--- src/rtl/vlane_shift_sequencer_if.sv ---
// Command, register-file, shifter and writeback signals of the vector-lane shift sequencer.
// The sequencer connects through the master modport; its environment uses slave.
interface vlane_shift_sequencer_if #(
    parameter int unsigned WIDTH     = 32,
    parameter int unsigned LOG2WIDTH = 5,
    parameter int unsigned LOG2MVL   = 5,
    parameter int unsigned REGIDW    = 5
);
    logic                 start;
    logic [1:0]           cmd_op;
    logic [LOG2MVL:0]     cmd_vl;
    logic [REGIDW-1:0]    cmd_src;
    logic [REGIDW-1:0]    cmd_dst;
    logic                 cmd_sa_vec;
    logic [LOG2WIDTH-1:0] cmd_sa_scalar;

    logic [REGIDW-1:0]    rf_a_addr;
    logic [REGIDW-1:0]    rf_b_addr;
    logic [WIDTH-1:0]     rf_a_data;
    logic [WIDTH-1:0]     rf_b_data;
    logic                 rf_re;

    logic [WIDTH-1:0]     sh_opB;
    logic [LOG2WIDTH-1:0] sh_sa;
    logic [1:0]           sh_op;
    logic [WIDTH-1:0]     sh_result;

    logic                 wb_valid;
    logic [REGIDW-1:0]    wb_addr;
    logic [WIDTH-1:0]     wb_data;
    logic                 wb_ready;

    logic                 busy;
    logic                 done;

    modport master (
        input  start, cmd_op, cmd_vl, cmd_src, cmd_dst, cmd_sa_vec, cmd_sa_scalar,
        input  rf_a_data, rf_b_data, sh_result, wb_ready,
        output rf_a_addr, rf_b_addr, rf_re, sh_opB, sh_sa, sh_op,
        output wb_valid, wb_addr, wb_data, busy, done
    );

    modport slave (
        output start, cmd_op, cmd_vl, cmd_src, cmd_dst, cmd_sa_vec, cmd_sa_scalar,
        output rf_a_data, rf_b_data, sh_result, wb_ready,
        input  rf_a_addr, rf_b_addr, rf_re, sh_opB, sh_sa, sh_op,
        input  wb_valid, wb_addr, wb_data, busy, done
    );
endinterface

--- src/rtl/vlane_shift_sequencer.sv ---
// Vector shift element sequencer: issues RF reads, feeds the lane shifter and
// collects results with their destination addresses into a 4-entry writeback FIFO.
module vlane_shift_sequencer #(
    parameter int unsigned WIDTH     = 32,
    parameter int unsigned LOG2WIDTH = 5,
    parameter int unsigned LOG2MVL   = 5,
    parameter int unsigned REGIDW    = 5
) (
    input  logic                    clk,
    input  logic                    resetn,
    vlane_shift_sequencer_if.master bus
);
    localparam int unsigned VLW        = LOG2MVL + 1;
    localparam int unsigned FIFO_DEPTH = 4;
    localparam int unsigned PTRW       = 2;
    localparam int unsigned CNTW       = 3;
    localparam int unsigned CRW        = 4;
    localparam int unsigned ENTRYW     = REGIDW + WIDTH;

    typedef enum logic [1:0] {IDLE, ISSUE, DRAIN} state_e;

    state_e               state_q, state_d;
    logic [VLW-1:0]       idx_q, idx_d, vl_q, vl_d;
    logic [REGIDW-1:0]    src_q, src_d, dst_q, dst_d;
    logic [1:0]           op_q, op_d;
    logic                 sa_vec_q, sa_vec_d;
    logic [LOG2WIDTH-1:0] sa_scalar_q, sa_scalar_d;
    logic                 busy_q, busy_d, done_q, done_d;

    logic                 rf_re_q, rf_re_d;
    logic [REGIDW-1:0]    rf_addr_q, rf_addr_d, iss_dst_q, iss_dst_d;
    logic                 d_valid_q, d_valid_d;
    logic [REGIDW-1:0]    d_dst_q, d_dst_d;
    logic [WIDTH-1:0]     sh_opb_q, sh_opb_d;
    logic [LOG2WIDTH-1:0] sh_sa_q, sh_sa_d;
    logic [1:0]           sh_op_q, sh_op_d;
    logic                 r_valid_q, r_valid_d;
    logic [REGIDW-1:0]    r_dst_q, r_dst_d;

    logic [ENTRYW-1:0]    fifo_mem [FIFO_DEPTH];
    logic [PTRW-1:0]      wr_ptr_q, wr_ptr_d, rd_ptr_q, rd_ptr_d;
    logic [CNTW-1:0]      count_q, count_d;
    logic                 push, pop, credit_ok, pipe_empty;
    logic [ENTRYW-1:0]    head;
    logic                 unused_rf_b;

    assign push       = r_valid_q;
    assign pop        = (count_q != '0) && bus.wb_ready;
    assign pipe_empty = !rf_re_q && !d_valid_q && !r_valid_q;
    // Count every element that will still need a FIFO slot after this edge.
    assign credit_ok  = (CRW'(rf_re_q) + CRW'(d_valid_q) + CRW'(r_valid_q)
                         + CRW'(count_q) - CRW'(pop)) < CRW'(FIFO_DEPTH);

    // Command FSM; the first element issues on the same edge that accepts start.
    always_comb begin
        state_d     = state_q;
        idx_d       = idx_q;
        vl_d        = vl_q;
        src_d       = src_q;
        dst_d       = dst_q;
        op_d        = op_q;
        sa_vec_d    = sa_vec_q;
        sa_scalar_d = sa_scalar_q;
        busy_d      = busy_q;
        done_d      = 1'b0;
        rf_re_d     = 1'b0;
        rf_addr_d   = '0;
        iss_dst_d   = '0;
        case (state_q)
            IDLE: begin
                if (bus.start) begin
                    vl_d        = bus.cmd_vl;
                    src_d       = bus.cmd_src;
                    dst_d       = bus.cmd_dst;
                    op_d        = (bus.cmd_op == 2'b10) ? 2'b00 : bus.cmd_op;
                    sa_vec_d    = bus.cmd_sa_vec;
                    sa_scalar_d = bus.cmd_sa_scalar;
                    busy_d      = 1'b1;
                    idx_d       = '0;
                    if (bus.cmd_vl == '0) begin
                        state_d = DRAIN;
                    end else begin
                        rf_re_d   = 1'b1;
                        rf_addr_d = bus.cmd_src;
                        iss_dst_d = bus.cmd_dst;
                        idx_d     = VLW'(1);
                        state_d   = (bus.cmd_vl == VLW'(1)) ? DRAIN : ISSUE;
                    end
                end
            end
            ISSUE: begin
                if (credit_ok) begin
                    rf_re_d   = 1'b1;
                    rf_addr_d = src_q + REGIDW'(idx_q);
                    iss_dst_d = dst_q + REGIDW'(idx_q);
                    idx_d     = idx_q + VLW'(1);
                    if (idx_q == vl_q - VLW'(1)) state_d = DRAIN;
                end
            end
            DRAIN: begin
                if (pipe_empty && (count_q - CNTW'(pop)) == '0) begin
                    done_d  = 1'b1;
                    busy_d  = 1'b0;
                    state_d = IDLE;
                end
            end
            default: state_d = IDLE;
        endcase
    end

    // Stage D drives the shifter; stage R captures its result one cycle later.
    always_comb begin
        d_valid_d = rf_re_q;
        d_dst_d   = iss_dst_q;
        sh_opb_d  = '0;
        sh_sa_d   = '0;
        sh_op_d   = '0;
        if (rf_re_q) begin
            sh_opb_d = bus.rf_a_data;
            sh_sa_d  = sa_vec_q ? bus.rf_b_data[LOG2WIDTH-1:0] : sa_scalar_q;
            sh_op_d  = op_q;
        end
        r_valid_d = d_valid_q;
        r_dst_d   = d_dst_q;
        wr_ptr_d  = wr_ptr_q + PTRW'(push);
        rd_ptr_d  = rd_ptr_q + PTRW'(pop);
        count_d   = count_q + CNTW'(push) - CNTW'(pop);
    end

    always_ff @(posedge clk or negedge resetn) begin
        if (!resetn) begin
            state_q     <= IDLE;
            idx_q       <= '0;
            vl_q        <= '0;
            src_q       <= '0;
            dst_q       <= '0;
            op_q        <= '0;
            sa_vec_q    <= 1'b0;
            sa_scalar_q <= '0;
            busy_q      <= 1'b0;
            done_q      <= 1'b0;
            rf_re_q     <= 1'b0;
            rf_addr_q   <= '0;
            iss_dst_q   <= '0;
            d_valid_q   <= 1'b0;
            d_dst_q     <= '0;
            sh_opb_q    <= '0;
            sh_sa_q     <= '0;
            sh_op_q     <= '0;
            r_valid_q   <= 1'b0;
            r_dst_q     <= '0;
            wr_ptr_q    <= '0;
            rd_ptr_q    <= '0;
            count_q     <= '0;
        end else begin
            state_q     <= state_d;
            idx_q       <= idx_d;
            vl_q        <= vl_d;
            src_q       <= src_d;
            dst_q       <= dst_d;
            op_q        <= op_d;
            sa_vec_q    <= sa_vec_d;
            sa_scalar_q <= sa_scalar_d;
            busy_q      <= busy_d;
            done_q      <= done_d;
            rf_re_q     <= rf_re_d;
            rf_addr_q   <= rf_addr_d;
            iss_dst_q   <= iss_dst_d;
            d_valid_q   <= d_valid_d;
            d_dst_q     <= d_dst_d;
            sh_opb_q    <= sh_opb_d;
            sh_sa_q     <= sh_sa_d;
            sh_op_q     <= sh_op_d;
            r_valid_q   <= r_valid_d;
            r_dst_q     <= r_dst_d;
            wr_ptr_q    <= wr_ptr_d;
            rd_ptr_q    <= rd_ptr_d;
            count_q     <= count_d;
        end
    end

    // Storage needs no reset: the head is masked whenever the FIFO is empty.
    always_ff @(posedge clk) begin
        if (push) fifo_mem[wr_ptr_q] <= {r_dst_q, bus.sh_result};
    end

    assign head          = fifo_mem[rd_ptr_q];
    assign bus.wb_valid  = (count_q != '0);
    assign bus.wb_addr   = bus.wb_valid ? head[WIDTH +: REGIDW] : '0;
    assign bus.wb_data   = bus.wb_valid ? head[WIDTH-1:0] : '0;
    assign bus.rf_re     = rf_re_q;
    assign bus.rf_a_addr = rf_addr_q;
    assign bus.rf_b_addr = rf_addr_q;
    assign bus.sh_opB    = sh_opb_q;
    assign bus.sh_sa     = sh_sa_q;
    assign bus.sh_op     = sh_op_q;
    assign bus.busy      = busy_q;
    assign bus.done      = done_q;
    assign unused_rf_b   = ^bus.rf_b_data[WIDTH-1:LOG2WIDTH];
endmodule

--- src/flat_wrapper.sv ---
// flat-port wrapper written by rule: the top's interface ports become plain ports
module vlane_shift_sequencer_flat 
#(
    parameter int unsigned WIDTH     = 32,
    parameter int unsigned LOG2WIDTH = 5,
    parameter int unsigned LOG2MVL   = 5,
    parameter int unsigned REGIDW    = 5
)
  (clk, resetn, bus_start, bus_cmd_op, bus_cmd_vl, bus_cmd_src, bus_cmd_dst, bus_cmd_sa_vec, bus_cmd_sa_scalar, bus_rf_a_data, bus_rf_b_data, bus_sh_result, bus_wb_ready, bus_rf_a_addr, bus_rf_b_addr, bus_rf_re, bus_sh_opB, bus_sh_sa, bus_sh_op, bus_wb_valid, bus_wb_addr, bus_wb_data, bus_busy, bus_done);
  vlane_shift_sequencer_if #(.WIDTH(WIDTH), .LOG2WIDTH(LOG2WIDTH), .LOG2MVL(LOG2MVL), .REGIDW(REGIDW)) bus_i ();
  input  logic clk;
  input  logic resetn;
  input wire logic [$bits(bus_i.start)-1:0] bus_start;
  input wire logic [$bits(bus_i.cmd_op)-1:0] bus_cmd_op;
  input wire logic [$bits(bus_i.cmd_vl)-1:0] bus_cmd_vl;
  input wire logic [$bits(bus_i.cmd_src)-1:0] bus_cmd_src;
  input wire logic [$bits(bus_i.cmd_dst)-1:0] bus_cmd_dst;
  input wire logic [$bits(bus_i.cmd_sa_vec)-1:0] bus_cmd_sa_vec;
  input wire logic [$bits(bus_i.cmd_sa_scalar)-1:0] bus_cmd_sa_scalar;
  input wire logic [$bits(bus_i.rf_a_data)-1:0] bus_rf_a_data;
  input wire logic [$bits(bus_i.rf_b_data)-1:0] bus_rf_b_data;
  input wire logic [$bits(bus_i.sh_result)-1:0] bus_sh_result;
  input wire logic [$bits(bus_i.wb_ready)-1:0] bus_wb_ready;
  output wire logic [$bits(bus_i.rf_a_addr)-1:0] bus_rf_a_addr;
  output wire logic [$bits(bus_i.rf_b_addr)-1:0] bus_rf_b_addr;
  output wire logic [$bits(bus_i.rf_re)-1:0] bus_rf_re;
  output wire logic [$bits(bus_i.sh_opB)-1:0] bus_sh_opB;
  output wire logic [$bits(bus_i.sh_sa)-1:0] bus_sh_sa;
  output wire logic [$bits(bus_i.sh_op)-1:0] bus_sh_op;
  output wire logic [$bits(bus_i.wb_valid)-1:0] bus_wb_valid;
  output wire logic [$bits(bus_i.wb_addr)-1:0] bus_wb_addr;
  output wire logic [$bits(bus_i.wb_data)-1:0] bus_wb_data;
  output wire logic [$bits(bus_i.busy)-1:0] bus_busy;
  output wire logic [$bits(bus_i.done)-1:0] bus_done;
  assign bus_i.start = bus_start;
  assign bus_i.cmd_op = bus_cmd_op;
  assign bus_i.cmd_vl = bus_cmd_vl;
  assign bus_i.cmd_src = bus_cmd_src;
  assign bus_i.cmd_dst = bus_cmd_dst;
  assign bus_i.cmd_sa_vec = bus_cmd_sa_vec;
  assign bus_i.cmd_sa_scalar = bus_cmd_sa_scalar;
  assign bus_i.rf_a_data = bus_rf_a_data;
  assign bus_i.rf_b_data = bus_rf_b_data;
  assign bus_i.sh_result = bus_sh_result;
  assign bus_i.wb_ready = bus_wb_ready;
  assign bus_rf_a_addr = bus_i.rf_a_addr;
  assign bus_rf_b_addr = bus_i.rf_b_addr;
  assign bus_rf_re = bus_i.rf_re;
  assign bus_sh_opB = bus_i.sh_opB;
  assign bus_sh_sa = bus_i.sh_sa;
  assign bus_sh_op = bus_i.sh_op;
  assign bus_wb_valid = bus_i.wb_valid;
  assign bus_wb_addr = bus_i.wb_addr;
  assign bus_wb_data = bus_i.wb_data;
  assign bus_busy = bus_i.busy;
  assign bus_done = bus_i.done;
  vlane_shift_sequencer #(.WIDTH(WIDTH), .LOG2WIDTH(LOG2WIDTH), .LOG2MVL(LOG2MVL), .REGIDW(REGIDW)) u_core (.clk(clk), .resetn(resetn), .bus(bus_i));
endmodule
--- config.mk ---
export PLATFORM = sky130hd
export DESIGN_NAME = vlane_shift_sequencer_flat
export DESIGN_NICKNAME = d
export VERILOG_FILES = /design/src/rtl/vlane_shift_sequencer_if.sv /design/src/rtl/vlane_shift_sequencer.sv /design/src/flat_wrapper.sv
export SDC_FILE = /design/constraint.sdc
export NUM_CORES = 1
export LEC_CHECK = 0
export ABC_AREA = 1
export CAP_MARGIN = 20
export CORE_MARGIN = 2
export CORE_UTILIZATION = 30
export CTS_CLUSTER_DIAMETER = 40
export DETAILED_ROUTE_END_ITERATION = 6
export SLEW_MARGIN = 40
export SYNTH_ARGS = -nofsm -noshare
export SYNTH_HDL_FRONTEND = slang
export SYNTH_SLANG_ARGS = --single-unit
--- constraint.sdc ---
create_clock -name clk -period 4.3 [get_ports clk]
set_clock_uncertainty 0.15 [all_clocks]
set_input_delay 1.29 -clock clk [delete_from_list [all_inputs] [get_ports clk]]
set_output_delay 1.29 -clock clk [all_outputs]
set_load 0.02 [all_outputs]
==> flow_summary_export.csv, run 1 <==
group,metric,value,unit
outcome,status,"complete, no violations",
synth,syn_nets,1072,
clock_network,cts_setup_buffers,0,
route,wire_per_inst,14.9,um
placed_design,globalplace.congestion,0.781,
sta,min_period_over_period,94.3,%
global_route,grtUsageTotal,13.5,%
clock_network,cts_inserted_buffers,40,
synth,yosysUniqueCellTypes,33,
sta,finalSetupViolCount,0,
power,powerDensity,774,mW/mm2
synth,synth_top_family_by_area,"simple AND/OR/NAND/NOR gates",
worst_hold_path,hold_depth,0,
clock_network,cts.path.max_buffers,3,
power,peakVddDrop,415,uV
finish,final_nets,1268,
floorplan,die_area,0.0355,mm2
global_route,grt_start_max_net_pins,83,
worst_hold_path,hold_path.startpoint,"u_core.d_dst_q[1]$_DFF_PN0_",
clock_network,cts_resized,0,
global_route,grt_overflow_total,0,
finish,n_fill_cell,3163,
power,p_total,0.0108,W
finish,antenna_cells,0,
route,drt-total-wl,23900,um
synth,synth-seq-area-share,68.7,%
sta,slew_violations,0,
global_route,grt_pass1_wl,38200,um
power,switching_power,0.00386,W
route,drt-initial-drc-count,391,
sta,hold_violations,0,
clock_network,cts_tree,"done",
synth,synthArstFlopShare,41.0,%
synth,netlist_area,0.0102,mm2
route,vias_per_cell,4.42,
worst_setup_path,r2r_cells,16,
synth,synthAdderAreaFrac,2.91,%
finish,regArea,0.00702,mm2
sta,tightestPinTransition,628,ps
power,clkPwrFrac,29.2,%
synth,yosysWarningCount,0,
power,p_int,0.00692,W
route,vias,7070,
synth,synth_edf_count,148,
worst_hold_path,hold_path_end,"u_core.r_dst_q[1]$_DFF_PN0_",
worst_setup_path,r2r_end,"u_core.bus.rf_a_addr[2]$_DFF_PN0_",
flow_run,max-cap-violations,0,
clock_network,clock_latency,520,ps
floorplan,start_util,30.5,%
worst_setup_path,start_kind,"flip-flop",
synth,syn_inst,926,
placed_design,hpwl,14400,um
worst_setup_path,r2r_start,"u_core.count_q[1]$_DFF_PN0_",
synth,synthXorXnorAreaFrac,1.62,%
placed_design,port_buffers,186,
clock_network,cts_hold_buf,0,
worst_hold_path,hp-class,"flip-flop to flip-flop",
sta,rsz0062_at_grt,"no",
synth,syn_avg_cell_area,11.0,um2
worst_setup_path,path_max_fanout,46,
finish,area_growth,36.3,%
clock_network,clkSinkCount,251,
worst_setup_path,end_kind,"output pin",
route,firstDrtPassIters,5,
clock_network,root_buffer,"clkbuf_16",
sta,holdWs,171,ps
floorplan,ios,214,
synth,synth_compound_area_share,7.57,%
finish,drive_above_1_share,8.41,%
floorplan,rows,67,
floorplan,die_x,189,um
synth,synth_seq_cells,251,
synth,synth-simple-area-share,13.8,%
worst_setup_path,required,2860,ps
power,seq_power_share,33.0,%
sta,fin_setup_tns,0,ps
global_route,antenna_found_initial,1,
clock_network,clk_pin_slew_worst_paths,50,ps
synth,synthFlopType,"edfxtp_1",
floorplan,core_area,0.0335,mm2
floorplan,die_y,189,um
route,ant_nets,0,
sta,fmax,247,MHz
power,p_leak,5.85,nW
worst_setup_path,r2r_setup_slack,1370,ps
sta,relSlewSlack,58.1,%
worst_setup_path,arrival,2620,ps
power,p_comb_share,37.8,%
route,drc,0,
worst_setup_path,worstSetupPathType,"flip-flop to output pin",
power,p_sw_share,35.8,%
clock_network,htreeDepth,2,
synth,synth.area.mux_share,0,%
global_route,grt_pass1_vias,7203,
sta,period_needed,4060,ps
finish,multi_input_area,0.00266,mm2
## critical path, stage by stage (launching register included)
cell and delay (ps):
dfrtp_2 540, inv_2 100, buf_4 390, o21ai_0 160
a21oi_1 220, clkdlybuf4s50_1 650
## per-layer routing
metal | track usage, % | vias up | wire length (um)
met4 | 3.64 | 0 | 504
met5 | 0 | - | 0
li1 | - | 3451 | -
met3 | 4.30 | 49 | 2090
met1 | 17.4 | 3352 | 10200
met2 | 22.1 | 218 | 11100
## layout make-up
class,count,area share [%]
Sequential cell,251,50.4
Tap cell,448,4.03
Clock inverter,23,1.55
Clock buffer,50,8.12
Inverter,85,2.29
Multi-Input combinational cell,544,19.1
Timing Repair Buffer,200,14.4
## per-stage QoR
step	instance area (um2)	utilization [%]	cells	worst slack, ps
3_5_place_dp	12600	37.5	1528	556
3_3_place_gp	12600	37.5	1528	526
4_1_cts	13900	41.5	1601	213
5_1_grt	13900	41.5	1601	30.8
2_1_floorplan	10200	-	926	626
6_report	13900	41.5	1601	245
## cells by family (layout without fill, tap and decap cells)
logic type | count (synthesis) | in the layout
buf+inv | 131 | 358
compound gates | 150 | 150
xor+xnor | 18 | 18
simple gates | 354 | 354
fa+ha+maj | 22 | 22
flops | 251 | 251
## worst max-delay path by stage
| stage | slack, ps | startpoint | endpoint |
|---|---|---|---|
| final | 240 | u_core.rd_ptr_q[0]$_DFF_PN0_ | bus_wb_data[4] |
| after detailed placement | 560 | bus_wb_ready | u_core.idx_q[2]$_DFFE_PN0P_ |
| after global placement | 530 | bus_wb_ready | u_core.idx_q[2]$_DFFE_PN0P_ |
| after global routing | 30 | u_core.rd_ptr_q[0]$_DFF_PN0_ | bus_wb_data[4] |
| after floorplan | 630 | u_core.push$_DFF_PN0_ | u_core.fifo_mem[3][0]$_DFFE_PP_ |
| after CTS | 210 | u_core.rd_ptr_q[0]$_DFF_PN0_ | bus_wb_addr[3] |
## synthesized netlist by cell type, types with 3 or more instances
master / count / area (um2)
nand3_1: 22 / 110
nor2_1: 170 / 638
dfrtp_1: 103 / 2580
a21oi_1: 42 / 210
buf_2: 18 / 90.1
nor3_1: 5 / 25.0
xor2_1: 8 / 70.1
clkbuf_1: 17 / 63.8
xnor2_1: 9 / 78.8
edfxtp_1: 148 / 4440
ha_1: 19 / 238
nand4_1: 3 / 18.8
inv_1: 82 / 308
o22ai_1: 10 / 62.6
buf_4: 8 / 60.1
fa_1: 3 / 60.1
o21ai_0: 96 / 480
nand2_1: 145 / 544
## cells in the final DEF, fill, tap and decap left out, types with 2 or more instances in the layout
cell type,Yosys,layout
inv_2,2,3
inv_6,0,2
nor3_2,1,5
nand3_1,22,22
clkbuf_1,17,3
clkbuf_16,0,42
clkinvlp_4,0,3
buf_4,8,12
clkbuf_8,0,5
clkdlybuf4s50_1,0,184
clkinv_1,1,9
o21ai_0,96,96
nor2_2,2,2
nand2_1,145,145
clkinv_2,0,5
fa_1,3,3
inv_1,82,80
bufinv_16,0,3
buf_12,0,4
nor2_1,170,170
a21oi_1,42,42
xnor2_1,9,9
xor2_1,8,8
clkinv_4,0,2
ha_1,19,19
nand4_1,3,3
o22ai_1,10,10
dfrtp_1,103,102
edfxtp_1,148,148
## sequential cells by signal, summed over array words and instances, names as in the netlist, 2 cells and up
signal	count
u_core.d_dst_d	5
u_core.vl_q	6
u_core.r_dst_q	5
u_core.idx_q	6
u_core.dst_q	5
u_core.bus.sh_sa	5
u_core.op_q	2
u_core.bus.sh_opB	32
u_core.bus.sh_op	2
u_core.state_q	2
u_core.fifo_mem	148
u_core.bus.rf_a_addr	5
u_core.d_dst_q	5
u_core.src_q	5
u_core.wr_ptr_q	2
u_core.count_q	3
u_core.rd_ptr_q	2
u_core.sa_scalar_q	5
## power groups by stage
| stage | Clock [W] | Sequential [W] | Combinational, W |
|---|---|---|---|
| 3_5_place_dp | 0 | 0.00361 | 0.00414 |
| 5_1_grt | 0.00334 | 0.00364 | 0.00456 |
| 6_report | 0.00315 | 0.00356 | 0.00407 |
| 4_1_cts | 0.00323 | 0.00357 | 0.00415 |
| 3_3_place_gp | 0 | 0.00359 | 0.00409 |
| 2_1_floorplan | 0 | 0.00366 | 0.00240 |
No activity file was read; power rests on OpenSTA's default activity.
==> run 2: changes to the inputs <==
- SLEW_MARGIN: 40 -> 20
==> results of run 2 <==
The final DEF is identical to that of run 1; final timing and power are the same.
